<file path="config.mk">
export PLATFORM = sky130hd
export DESIGN_NAME = alu_exec_unit_flat
export DESIGN_NICKNAME = d
export VERILOG_FILES = /design/src/rtl/alu_pkg.sv /design/src/rtl/alu_exec_unit_if.sv /design/src/rtl/alu_core.sv /design/src/rtl/alu_exec_unit.sv /design/src/flat_wrapper.sv
export SDC_FILE = /design/constraint.sdc
export NUM_CORES = 1
export LEC_CHECK = 0
export ABC_AREA = 1
export BUFFER_PORTS_ARGS = -buffer_cell sky130_fd_sc_hd__buf_2
export CAP_MARGIN = 30
export CORE_MARGIN = 2
export CORE_UTILIZATION = 59
export CTS_CLUSTER_DIAMETER = 200
export DETAILED_ROUTE_END_ITERATION = 10
export PLACE_DENSITY = 0.79
export SETUP_SLACK_MARGIN = 0.15
export SYNTH_ARGS = -nofsm -noshare
export SYNTH_HDL_FRONTEND = slang
export SYNTH_SLANG_ARGS = --single-unit
</file>
<file path="constraint.sdc">
create_clock -name CLK -period 3.9 [get_ports CLK]
set_clock_uncertainty 0.15 [all_clocks]
set_input_delay 0.39 -clock CLK [delete_from_list [all_inputs] [get_ports CLK]]
set_output_delay 0.39 -clock CLK [all_outputs]
set_load 0.05 [all_outputs]
</file>
<file path="src/rtl/alu_pkg.sv">
// Shared constants for the RV32 execute-stage ALU slice.
package alu_pkg;

   localparam int XLEN = 32;

   localparam logic [2:0] ALU_ADD = 3'b000;
   localparam logic [2:0] ALU_SUB = 3'b001;
   localparam logic [2:0] ALU_AND = 3'b010;
   localparam logic [2:0] ALU_OR  = 3'b011;
   localparam logic [2:0] ALU_XOR = 3'b100;
   localparam logic [2:0] ALU_SLT = 3'b101;
   localparam logic [2:0] ALU_SLL = 3'b110;
   localparam logic [2:0] ALU_SRL = 3'b111;

endpackage

</file>
<file path="src/rtl/alu_exec_unit_if.sv">
// EX-stage operand/control bundle and its EX/MEM-facing results.
interface alu_exec_unit_if;
   import alu_pkg::*;

   logic [XLEN-1:0] SrcAE;
   logic [XLEN-1:0] RD2E;
   logic [XLEN-1:0] ImmExtE;
   logic [XLEN-1:0] PCE;
   logic            ALUSrcE;
   logic [2:0]      ALUControlE;
   logic            BranchE;
   logic            JumpE;
   logic            ZeroE;
   logic [XLEN-1:0] PCTargetE;
   logic            PCSrcE;
   logic [XLEN-1:0] ALUResultM;
   logic [XLEN-1:0] WriteDataM;

   modport master (
      output SrcAE, RD2E, ImmExtE, PCE, ALUSrcE, ALUControlE, BranchE, JumpE,
      input  ZeroE, PCTargetE, PCSrcE, ALUResultM, WriteDataM
   );

   modport slave (
      input  SrcAE, RD2E, ImmExtE, PCE, ALUSrcE, ALUControlE, BranchE, JumpE,
      output ZeroE, PCTargetE, PCSrcE, ALUResultM, WriteDataM
   );

endinterface

</file>
<file path="src/rtl/alu_core.sv">
// Combinational RV32 ALU: eight operations plus a zero flag on the result.
module alu_core
   import alu_pkg::*;
(
   input  logic [XLEN-1:0] SrcA,
   input  logic [XLEN-1:0] SrcB,
   input  logic [2:0]      ALUControl,
   output logic [XLEN-1:0] Result,
   output logic            Zero
);

   // Shifts use only the low five bits of B, matching RV32 shamt semantics.
   always_comb begin
      Result = '0;
      case (ALUControl)
         ALU_ADD: Result = SrcA + SrcB;
         ALU_SUB: Result = SrcA - SrcB;
         ALU_AND: Result = SrcA & SrcB;
         ALU_OR:  Result = SrcA | SrcB;
         ALU_XOR: Result = SrcA ^ SrcB;
         ALU_SLT: Result = {{(XLEN-1){1'b0}}, ($signed(SrcA) < $signed(SrcB))};
         ALU_SLL: Result = SrcA << SrcB[4:0];
         ALU_SRL: Result = SrcA >> SrcB[4:0];
         default: Result = '0;
      endcase
   end

   assign Zero = (Result == '0);

endmodule

</file>
<file path="src/rtl/alu_exec_unit.sv">
// Execute stage: operand-B select, ALU, branch target/decision, EX/MEM registers.
module alu_exec_unit
   import alu_pkg::*;
(
   input  logic           CLK,
   input  logic           RST_N,
   alu_exec_unit_if.slave ex
);

   logic [XLEN-1:0] SrcBE;
   logic [XLEN-1:0] ALUResultE;
   logic            zeroE;

   assign SrcBE = ex.ALUSrcE ? ex.ImmExtE : ex.RD2E;

   alu_core u_alu_core (
      .SrcA       (ex.SrcAE),
      .SrcB       (SrcBE),
      .ALUControl (ex.ALUControlE),
      .Result     (ALUResultE),
      .Zero       (zeroE)
   );

   assign ex.ZeroE     = zeroE;
   assign ex.PCTargetE = ex.PCE + ex.ImmExtE;
   assign ex.PCSrcE    = ex.JumpE | (ex.BranchE & zeroE);

   // Store data always comes from the register operand, never the immediate.
   always_ff @(posedge CLK or negedge RST_N) begin
      if (!RST_N) begin
         ex.ALUResultM <= '0;
         ex.WriteDataM <= '0;
      end else begin
         ex.ALUResultM <= ALUResultE;
         ex.WriteDataM <= ex.RD2E;
      end
   end

endmodule

</file>
<file path="src/flat_wrapper.sv">
// flat-port wrapper written by rule: the top's interface ports become plain ports
module alu_exec_unit_flat import alu_pkg::*;
  (CLK, RST_N, ex_SrcAE, ex_RD2E, ex_ImmExtE, ex_PCE, ex_ALUSrcE, ex_ALUControlE, ex_BranchE, ex_JumpE, ex_ZeroE, ex_PCTargetE, ex_PCSrcE, ex_ALUResultM, ex_WriteDataM);
  alu_exec_unit_if ex_i ();
  input  logic CLK;
  input  logic RST_N;
  input wire logic [$bits(ex_i.SrcAE)-1:0] ex_SrcAE;
  input wire logic [$bits(ex_i.RD2E)-1:0] ex_RD2E;
  input wire logic [$bits(ex_i.ImmExtE)-1:0] ex_ImmExtE;
  input wire logic [$bits(ex_i.PCE)-1:0] ex_PCE;
  input wire logic [$bits(ex_i.ALUSrcE)-1:0] ex_ALUSrcE;
  input wire logic [$bits(ex_i.ALUControlE)-1:0] ex_ALUControlE;
  input wire logic [$bits(ex_i.BranchE)-1:0] ex_BranchE;
  input wire logic [$bits(ex_i.JumpE)-1:0] ex_JumpE;
  output wire logic [$bits(ex_i.ZeroE)-1:0] ex_ZeroE;
  output wire logic [$bits(ex_i.PCTargetE)-1:0] ex_PCTargetE;
  output wire logic [$bits(ex_i.PCSrcE)-1:0] ex_PCSrcE;
  output wire logic [$bits(ex_i.ALUResultM)-1:0] ex_ALUResultM;
  output wire logic [$bits(ex_i.WriteDataM)-1:0] ex_WriteDataM;
  assign ex_i.SrcAE = ex_SrcAE;
  assign ex_i.RD2E = ex_RD2E;
  assign ex_i.ImmExtE = ex_ImmExtE;
  assign ex_i.PCE = ex_PCE;
  assign ex_i.ALUSrcE = ex_ALUSrcE;
  assign ex_i.ALUControlE = ex_ALUControlE;
  assign ex_i.BranchE = ex_BranchE;
  assign ex_i.JumpE = ex_JumpE;
  assign ex_ZeroE = ex_i.ZeroE;
  assign ex_PCTargetE = ex_i.PCTargetE;
  assign ex_PCSrcE = ex_i.PCSrcE;
  assign ex_ALUResultM = ex_i.ALUResultM;
  assign ex_WriteDataM = ex_i.WriteDataM;
  alu_exec_unit u_core (.CLK(CLK), .RST_N(RST_N), .ex(ex_i));
endmodule
</file>
==> results_dict.tcl, run 1 <==
set metrics [dict create \
    grt_max_degree 68 \
    io_pins 234 \
    fp.dieW_um 156 \
    synthTopCellsByArea "nand3_1 17%, nand2_1 17%, ha_1 12%" \
    seq_area_frac_synth 0.118 \
    ys_seq_elements 64 \
    synth_edf_count 0 \
    numCtsBuffers 9 \
    stop_stage "global routing" \
    async_flop_share 1.00 \
    synth_warnings 0 \
    initial_core_util 0.601 \
    track_usage 0.760 \
    status "aborted with a tool error" \
    synth.most_common_cell "nand2_1" \
    port_buffers 233 \
    grt_pass1_vias 24061 \
    overflow 41 \
    synth_top_cell_by_area "nand3_1" \
    cts_buffer_depth 2 \
    htreeDepth 3 \
    place_congestion 1.18 \
    synthesis.nets 2705 \
    syn_area_um2 13600 \
    synth_cells 2437 \
    grt_pass1_wl_mm 141 \
    die_h_um 156 \
    row_count 55 \
    synth_top_area_frac 0.173 \
    first-error "[ERROR GRT-0116] Global routing finished with congestion. Check the congestion regions in the DRC Viewer." \
    dp_hpwl_mm 54.2 \
    synth.avg_cell_area_um2 5.59 \
    cts_root_buf "clkbuf_16" \
    synth_top_cells_by_count "612 x nand2_1, 471 x nand3_1, 336 x inv_1, 233 x nor2_1, 157 x a21oi_1" \
    synth_ff_type "dfrtp_1" \
    synthDistinctLibCells 51 \
    hold_buffers 0 \
    cts_sinks 64 \
]
through the flow:
stage	instance area [um2]	hold slack (ns)	setup TNS (ns)	worst slack, ns	instances
CTS	20000	0.0203	0	0.0992	3364
floorplan	13600	-0.0556	0	0.152	2437
global placement	17800	0.361	-0.831	-0.449	3282
detailed placement	17800	0.361	-1.08	-0.570	3282
cells by family after synthesis:
kind of cell / Yosys count / synth area share
adders and majority gates: 132 / 0.123
AOI/OAI and AO/OA: 331 / 0.135
DFF: 64 / 0.118
xor gates and xnor gates: 31 / 0.0199
and+or+nand+nor: 1436 / 0.466
buffers and inverters: 443 / 0.139
what timing repair did:
action | CTS
pin swaps | 95
gates resized for setup | 372
cloned | 1
setup endpoints to repair | 10
setup buffers | 65
per-layer routing:
layer | track usage | GRT overflow
met5 | 0.323 | 0
met3 | 0.646 | 0
met2 | 0.931 | 24
met4 | 0.730 | 15
met1 | 0.740 | 2
==> inputs of run 2 (changes only) <==
--- a/config.mk
+++ b/config.mk
@@ -9,11 +9,9 @@
 export BUFFER_PORTS_ARGS = -buffer_cell sky130_fd_sc_hd__buf_2
 export CAP_MARGIN = 30
 export CORE_MARGIN = 2
-export CORE_UTILIZATION = 59
-export CTS_CLUSTER_DIAMETER = 200
+export CORE_UTILIZATION = 40
 export DETAILED_ROUTE_END_ITERATION = 10
-export PLACE_DENSITY = 0.79
-export SETUP_SLACK_MARGIN = 0.15
+export PLACE_DENSITY_LB_ADDON = 0.15
 export SYNTH_ARGS = -nofsm -noshare
 export SYNTH_HDL_FRONTEND = slang
 export SYNTH_SLANG_ARGS = --single-unit
==> results_dict.tcl, run 2 <==
set metrics [dict create \
    power.total_mw 5.95 \
    via_per_inst 5.58 \
    cts_buffer_depth 2 \
    grt_pass1_wl_mm 109 \
    synth_fa_ha_area_frac 0.123 \
    syn2layout_area_growth_pct 57.9 \
    numCtsBuffers 9 \
    synth_edf_count 0 \
    synth_top_family_by_area "simple AND/OR/NAND/NOR gates" \
    synth_top_area_frac 0.173 \
    dr_total_vias 20216 \
    slew_headroom 0.510 \
    syn_area_um2 13600 \
    cp.required_ns 3.36 \
    hold_path.class "input port to register" \
    row_count 67 \
    hold_viol_final 0 \
    p_sw_frac 0.516 \
    status "finished with violations" \
    power.density_nw_per_um2 277 \
    synth.most_common_cell "nand2_1" \
    synthesis.nets 2705 \
    synth_mux_area_frac 0 \
    start_kind "input port" \
    track_usage 0.405 \
    reg.largest.list "u_core.ex.ALUResultM (32), u_core.ex.WriteDataM (32)" \
    synth.avg_cell_area_um2 5.59 \
    dp_worst_setup_slack_ns -0.729 \
    antenna_found_initial 3 \
    synth_cells 2437 \
    synth-compound-area-share 0.135 \
    drive_above_1_share 0.383 \
    clk_pin_slew_ns 0.06 \
    nFillCells 3212 \
    rsz0062_at_grt "yes" \
    ys_seq_elements 64 \
    initial_core_util 0.406 \
    p_switching_mw 3.07 \
    critPathMaxFanout 14 \
    failed_checks "setup timing" \
    layout_commonest_cell "buf_4" \
    cp.arrival_ns 3.48 \
    fin_crit_sh 1.03 \
    core_um2 33500 \
    drtIter0Drc 2400 \
    synth_top_cells_by_count "612 x nand2_1, 471 x nand3_1, 336 x inv_1, 233 x nor2_1, 157 x a21oi_1" \
    cts_tree "done" \
    die_h_um 188 \
    fp.dieArea_um2 35500 \
    hold_ws_ns 0.0258 \
    p_clk_frac 0.132 \
    synth_top_cell_by_area "nand3_1" \
    synth_xor_area_frac 0.0199 \
    synthDistinctLibCells 51 \
    path_class "input port to output port" \
    ir_worst_vdd_mv 0.265 \
    grt_max_degree 68 \
    p_int_mw 2.88 \
    min_period_ns 4.02 \
    maxSlewViolCount 0 \
    synth_ff_type "dfrtp_1" \
    routed_wl_mm 75.5 \
    cp_num_buf_inv 7 \
    place_congestion 1.07 \
    dp_hpwl_mm 61.5 \
    seq_area_frac_synth 0.118 \
    layout.cells.non_filler 3623 \
    critical_path.endpoint_type "output port" \
    slowest_delay_ns 0.38 \
    overflow 0 \
    io_pins 234 \
    worst_slew_pin_slew_ns 0.730 \
    final_cell_mix "543 x buf_4, 526 x nand2_1, 441 x nand3_1" \
    htreeDepth 3 \
    hold_depth 1 \
    hp-start "ex_RD2E[10]" \
    drc 0 \
    fmax_mhz 249 \
    seqPwrFrac 0.127 \
    combPwrFrac 0.742 \
    cp_top_family "simple AND/OR/NAND/NOR gates" \
    synth-simple-area-share 0.466 \
    crit_slowest_cell "fa_2" \
    synthTopCellsByArea "nand3_1 17%, nand2_1 17%, ha_1 12%" \
    port_buffers 233 \
    fp.dieW_um 188 \
    drtPass1Iterations 6 \
    setup_ws_ns -0.115 \
    cts_root_buf "clkbuf_16" \
    grt_pass1_vias 18969 \
    antenna_left 0 \
    dp_cells 3520 \
    setup_viol 3 \
    nets 3438 \
    routedWlPerCell_um 20.8 \
    hold_end "u_core.ex.WriteDataM[10]" \
    leakage_nw 11.5 \
    cap_violations 0 \
    async_flop_share 1.00 \
    cts_sinks 64 \
    setup.worst_path.start "ex_ALUSrcE" \
    synth_warnings 0 \
    crit_chain "buf_12 -> inv_16 -> buf_12 -> nand2_8 -> nand2_8 -> ha_4 -> inv_1 -> fa_2 -> buf_4 -> nor2_1 -> nor3b_1 -> nor4_1 -> nand4_1 -> nand2_1 -> inv_1 -> nor2_1 -> nand3_1 -> nor2_2 -> nand3_2 -> nand2_2 -> buf_8" \
]
[run 2: cell counts after synthesis]
No cell type changed its count.
[run 2: area by class of cell]
class | count | area [um2] | area share
multi-input combinational | 1930 | 11800 | 0.551
timing repair buffer | 822 | 5900 | 0.275
sequential | 64 | 1600 | 0.0745
inverter | 343 | 1310 | 0.0609
tap | 448 | 561 | 0.0261
clock buffer | 14 | 274 | 0.0127
antenna | 2 | 5.00 | 0.000233
[run 2: kinds of logic (layout without fill, tap and decap cells)]
kind of cell    count (synthesis)  after routing
fa+ha+maj                     132            132
xor+xnor                       31             31
compound gates                331            331
other cells                     0              2
buf+inv                       443           1179
simple gates                 1436           1436
flops                          64             64
[run 2: metrics by stage]
step                cell area, um2  TNS (ns)   util
finish                       21500    -0.292  0.641
global route                 21500    -0.657  0.641
CTS                          20200         0  0.602
detailed placement           18600     -1.45  0.554
global placement             18600     -1.31  0.554
floorplan                    13600         0      -
[run 2: how the worst max path moves through the flow]
| stage | slack [ns] | to | depth (start not counted) |
|---|---|---|---|
| final | -0.12 | ex_PCSrcE | 21 |
| after global routing | -0.25 | ex_PCSrcE | 25 |
| after CTS | 0.002 | ex_ZeroE | 24 |
| after detailed placement | -0.73 | ex_PCSrcE | 25 |
| after global placement | -0.67 | ex_PCSrcE | 25 |
| after floorplan | 0.08 | ex_ZeroE | 24 |
[run 2: what timing repair did]
item / 4_1_cts / 5_1_grt
hold buffers: 7 / 1
gates cloned: 0 / 1
buffers inserted: 46 / 31
hold endpoints to repair: 7 / 20
pin swaps: 70 / 102
resized for setup: 262 / 255
setup endpoints to repair: 2 / 11
[run 2: metal layers]
layer	global-route usage	routed length [um]	vias to the layer above
met5	0	29	-
met4	0.229	4850	6
met3	0.0797	7780	254
met2	0.655	33600	1177
met1	0.504	29300	9328
li1	-	-	9451
[run 2: power groups by stage]
| stage | Clock (mW) | Sequential, mW | Combinational (mW) |
|---|---|---|---|
| floorplan | 0 | 1.04 | 1.83 |
| global placement | 0 | 0.766 | 3.70 |
| detailed placement | 0 | 0.765 | 3.72 |
| CTS | 0.804 | 0.755 | 4.02 |
| global route | 0.821 | 0.760 | 4.66 |
| finish | 0.785 | 0.754 | 4.42 |
No activity file was read; power rests on OpenSTA's default activity.
==> inputs of run 3 (changes only) <==
--- a/config.mk
+++ b/config.mk
@@ -11,7 +11,7 @@
 export CORE_MARGIN = 2
 export CORE_UTILIZATION = 40
 export DETAILED_ROUTE_END_ITERATION = 10
-export PLACE_DENSITY_LB_ADDON = 0.15
+export PLACE_DENSITY = 0.67
 export SYNTH_ARGS = -nofsm -noshare
 export SYNTH_HDL_FRONTEND = slang
 export SYNTH_SLANG_ARGS = --single-unit
==> results_dict.tcl, run 3 (synthesis results as in run 2) <==
set metrics [dict create \
    status "finished with violations" \
    failed_checks "setup timing" \
    hold_ws_ns 0.0282 \
    dp_hpwl_mm 63.0 \
    grt_pass1_wl_mm 113 \
    start_kind "input port" \
    rsz0062_at_grt "yes" \
    min_period_ns 3.96 \
    overflow 0 \
    drive_above_1_share 0.421 \
    worst_slew_pin_slew_ns 0.790 \
    drc 0 \
    antenna_left 0 \
    cp.required_ns 3.36 \
    multi_input_area_um2 12200 \
    fmax_mhz 252 \
    critical_path.endpoint_type "output port" \
    setup_viol 2 \
    routed_wl_mm 78.1 \
    via_per_inst 5.65 \
    drtIter0Drc 2620 \
    final_cell_mix "550 x buf_4, 486 x nand2_1, 439 x nand3_1" \
    grt_pass1_vias 19565 \
    grt_max_degree 69 \
    leakage_nw 11.7 \
    critPathMaxFanout 8 \
    fp.dieW_um 188 \
    ir_worst_vdd_mv 0.231 \
    numCtsBuffers 9 \
    cts_root_buf "clkbuf_16" \
    cts_buffer_depth 2 \
    reg.largest.list "u_core.ex.ALUResultM (32), u_core.ex.WriteDataM (32)" \
    path_class "input port to output port" \
    io_pins 234 \
    cts_tree "done" \
    die_h_um 188 \
    port_buffers 233 \
    cts_sinks 64 \
    fin_crit_sh 1.02 \
    dr_total_vias 20587 \
    setup_ws_ns -0.0622 \
    nFillCells 3100 \
    hold_viol_final 0 \
    row_count 67 \
    seq_area_um2 1600 \
    track_usage 0.418 \
    routedWlPerCell_um 21.4 \
    final_util 0.663 \
    initial_core_util 0.406 \
    cap_violations 0 \
    maxSlewViolCount 0 \
    htreeDepth 3 \
    layout_commonest_cell "buf_4" \
    power.density_nw_per_um2 285 \
    nets 3459 \
    slew_headroom 0.473 \
    place_congestion 1.06 \
    cp.arrival_ns 3.42 \
    core_um2 33500 \
    drtPass1Iterations 8 \
    fp.dieArea_um2 35500 \
    clk_pin_slew_ns 0.06 \
    syn2layout_area_growth_pct 63.2 \
    hold_path.class "input port to register" \
    antenna_found_initial 4 \
]
## run 3: path summary, 6_finish.rpt
kind | startpoint | to | slack [ns] | cells past startpoint
worst max-delay path | ex_ALUSrcE | ex_ZeroE | -0.06 | 28
worst min-delay path | ex_RD2E[26] | u_core.ex.WriteDataM[26] | 0.03 | 1
max in group asynchronous | RST_N | u_core.ex.WriteDataM[16] | 2.69 | 3
min in group asynchronous | RST_N | u_core.ex.WriteDataM[7] | 0.34 | 2
## run 3: power breakdown
| group | leakage, nW | internal [mW] | switching [mW] |
|---|---|---|---|
| Clock | 0.162 | 0.626 | 0.382 |
| Sequential | 0.770 | 0.736 | 0.0172 |
| Combinational | 10.8 | 1.75 | 2.81 |
| Total | 11.7 | 3.11 | 3.21 |
## run 3: final cells by class
class / instances / area share
well taps: 448 / 0.0252
multi-input cells: 1930 / 0.550
inverters: 343 / 0.0591
clock inverters: 7 / 0.00535
flip-flops and latches: 64 / 0.0721
clock buffers: 9 / 0.0101
diodes: 2 / 0.000225
repair inverters: 1 / 0.000394
repair buffers: 842 / 0.277
## run 3: stage by stage
| step | cells | setup TNS, ns | instance area, um2 | setup slack, ns | power, mW |
|---|---|---|---|---|---|
| after floorplan | 2437 | 0 | 13600 | 0.0823 | 2.86 |
| after CTS | 3602 | -0.00113 | 20600 | -0.00113 | 5.85 |
| final | 3646 | -0.116 | 22200 | -0.0622 | 6.32 |
| after detailed placement | 3541 | -1.56 | 18800 | -0.786 | 4.52 |
| after global placement | 3541 | -1.50 | 18800 | -0.763 | 4.50 |
| after global routing | 3644 | -0.313 | 22200 | -0.165 | 6.62 |
## run 3: layer usage
metal | vias to the layer above | GRT usage | wire (um)
li1 | 9490 | - | -
met3 | 257 | 0.0874 | 7760
met2 | 1240 | 0.674 | 34800
met5 | - | 0 | 37
met1 | 9594 | 0.516 | 30400
met4 | 6 | 0.242 | 5140
## run 3: what timing repair did
action,CTS,global route
gates resized for setup,286,373
cloned,1,2
hold buffers,2,1
pin swaps,65,131
endpoints found under the hold margin,2,15
setup endpoints to repair,2,4
setup buffers,42,38
## run 3: worst max-delay path, cell delays in order
cell and delay (ns):
buf_16 0.14, inv_16 0.05, or2_2 0.28, o21ai_2 0.07, buf_6 0.16, buf_4 0.11, buf_4 0.11, inv_1 0.04
ha_1 0.20, nand2_1 0.07, nand2_1 0.07, nand2_1 0.09, nand2_2 0.11, nand2_2 0.09, nand2_2 0.06, inv_1 0.09
nand2_2 0.10, nand2_2 0.08, nand2_1 0.05, nand2_1 0.05, a21oi_1 0.09, nor2_2 0.13, nand2_1 0.07, nor2_2 0.15
nand2_2 0.10, nor2_4 0.13, and2_4 0.17, buf_8 0.14
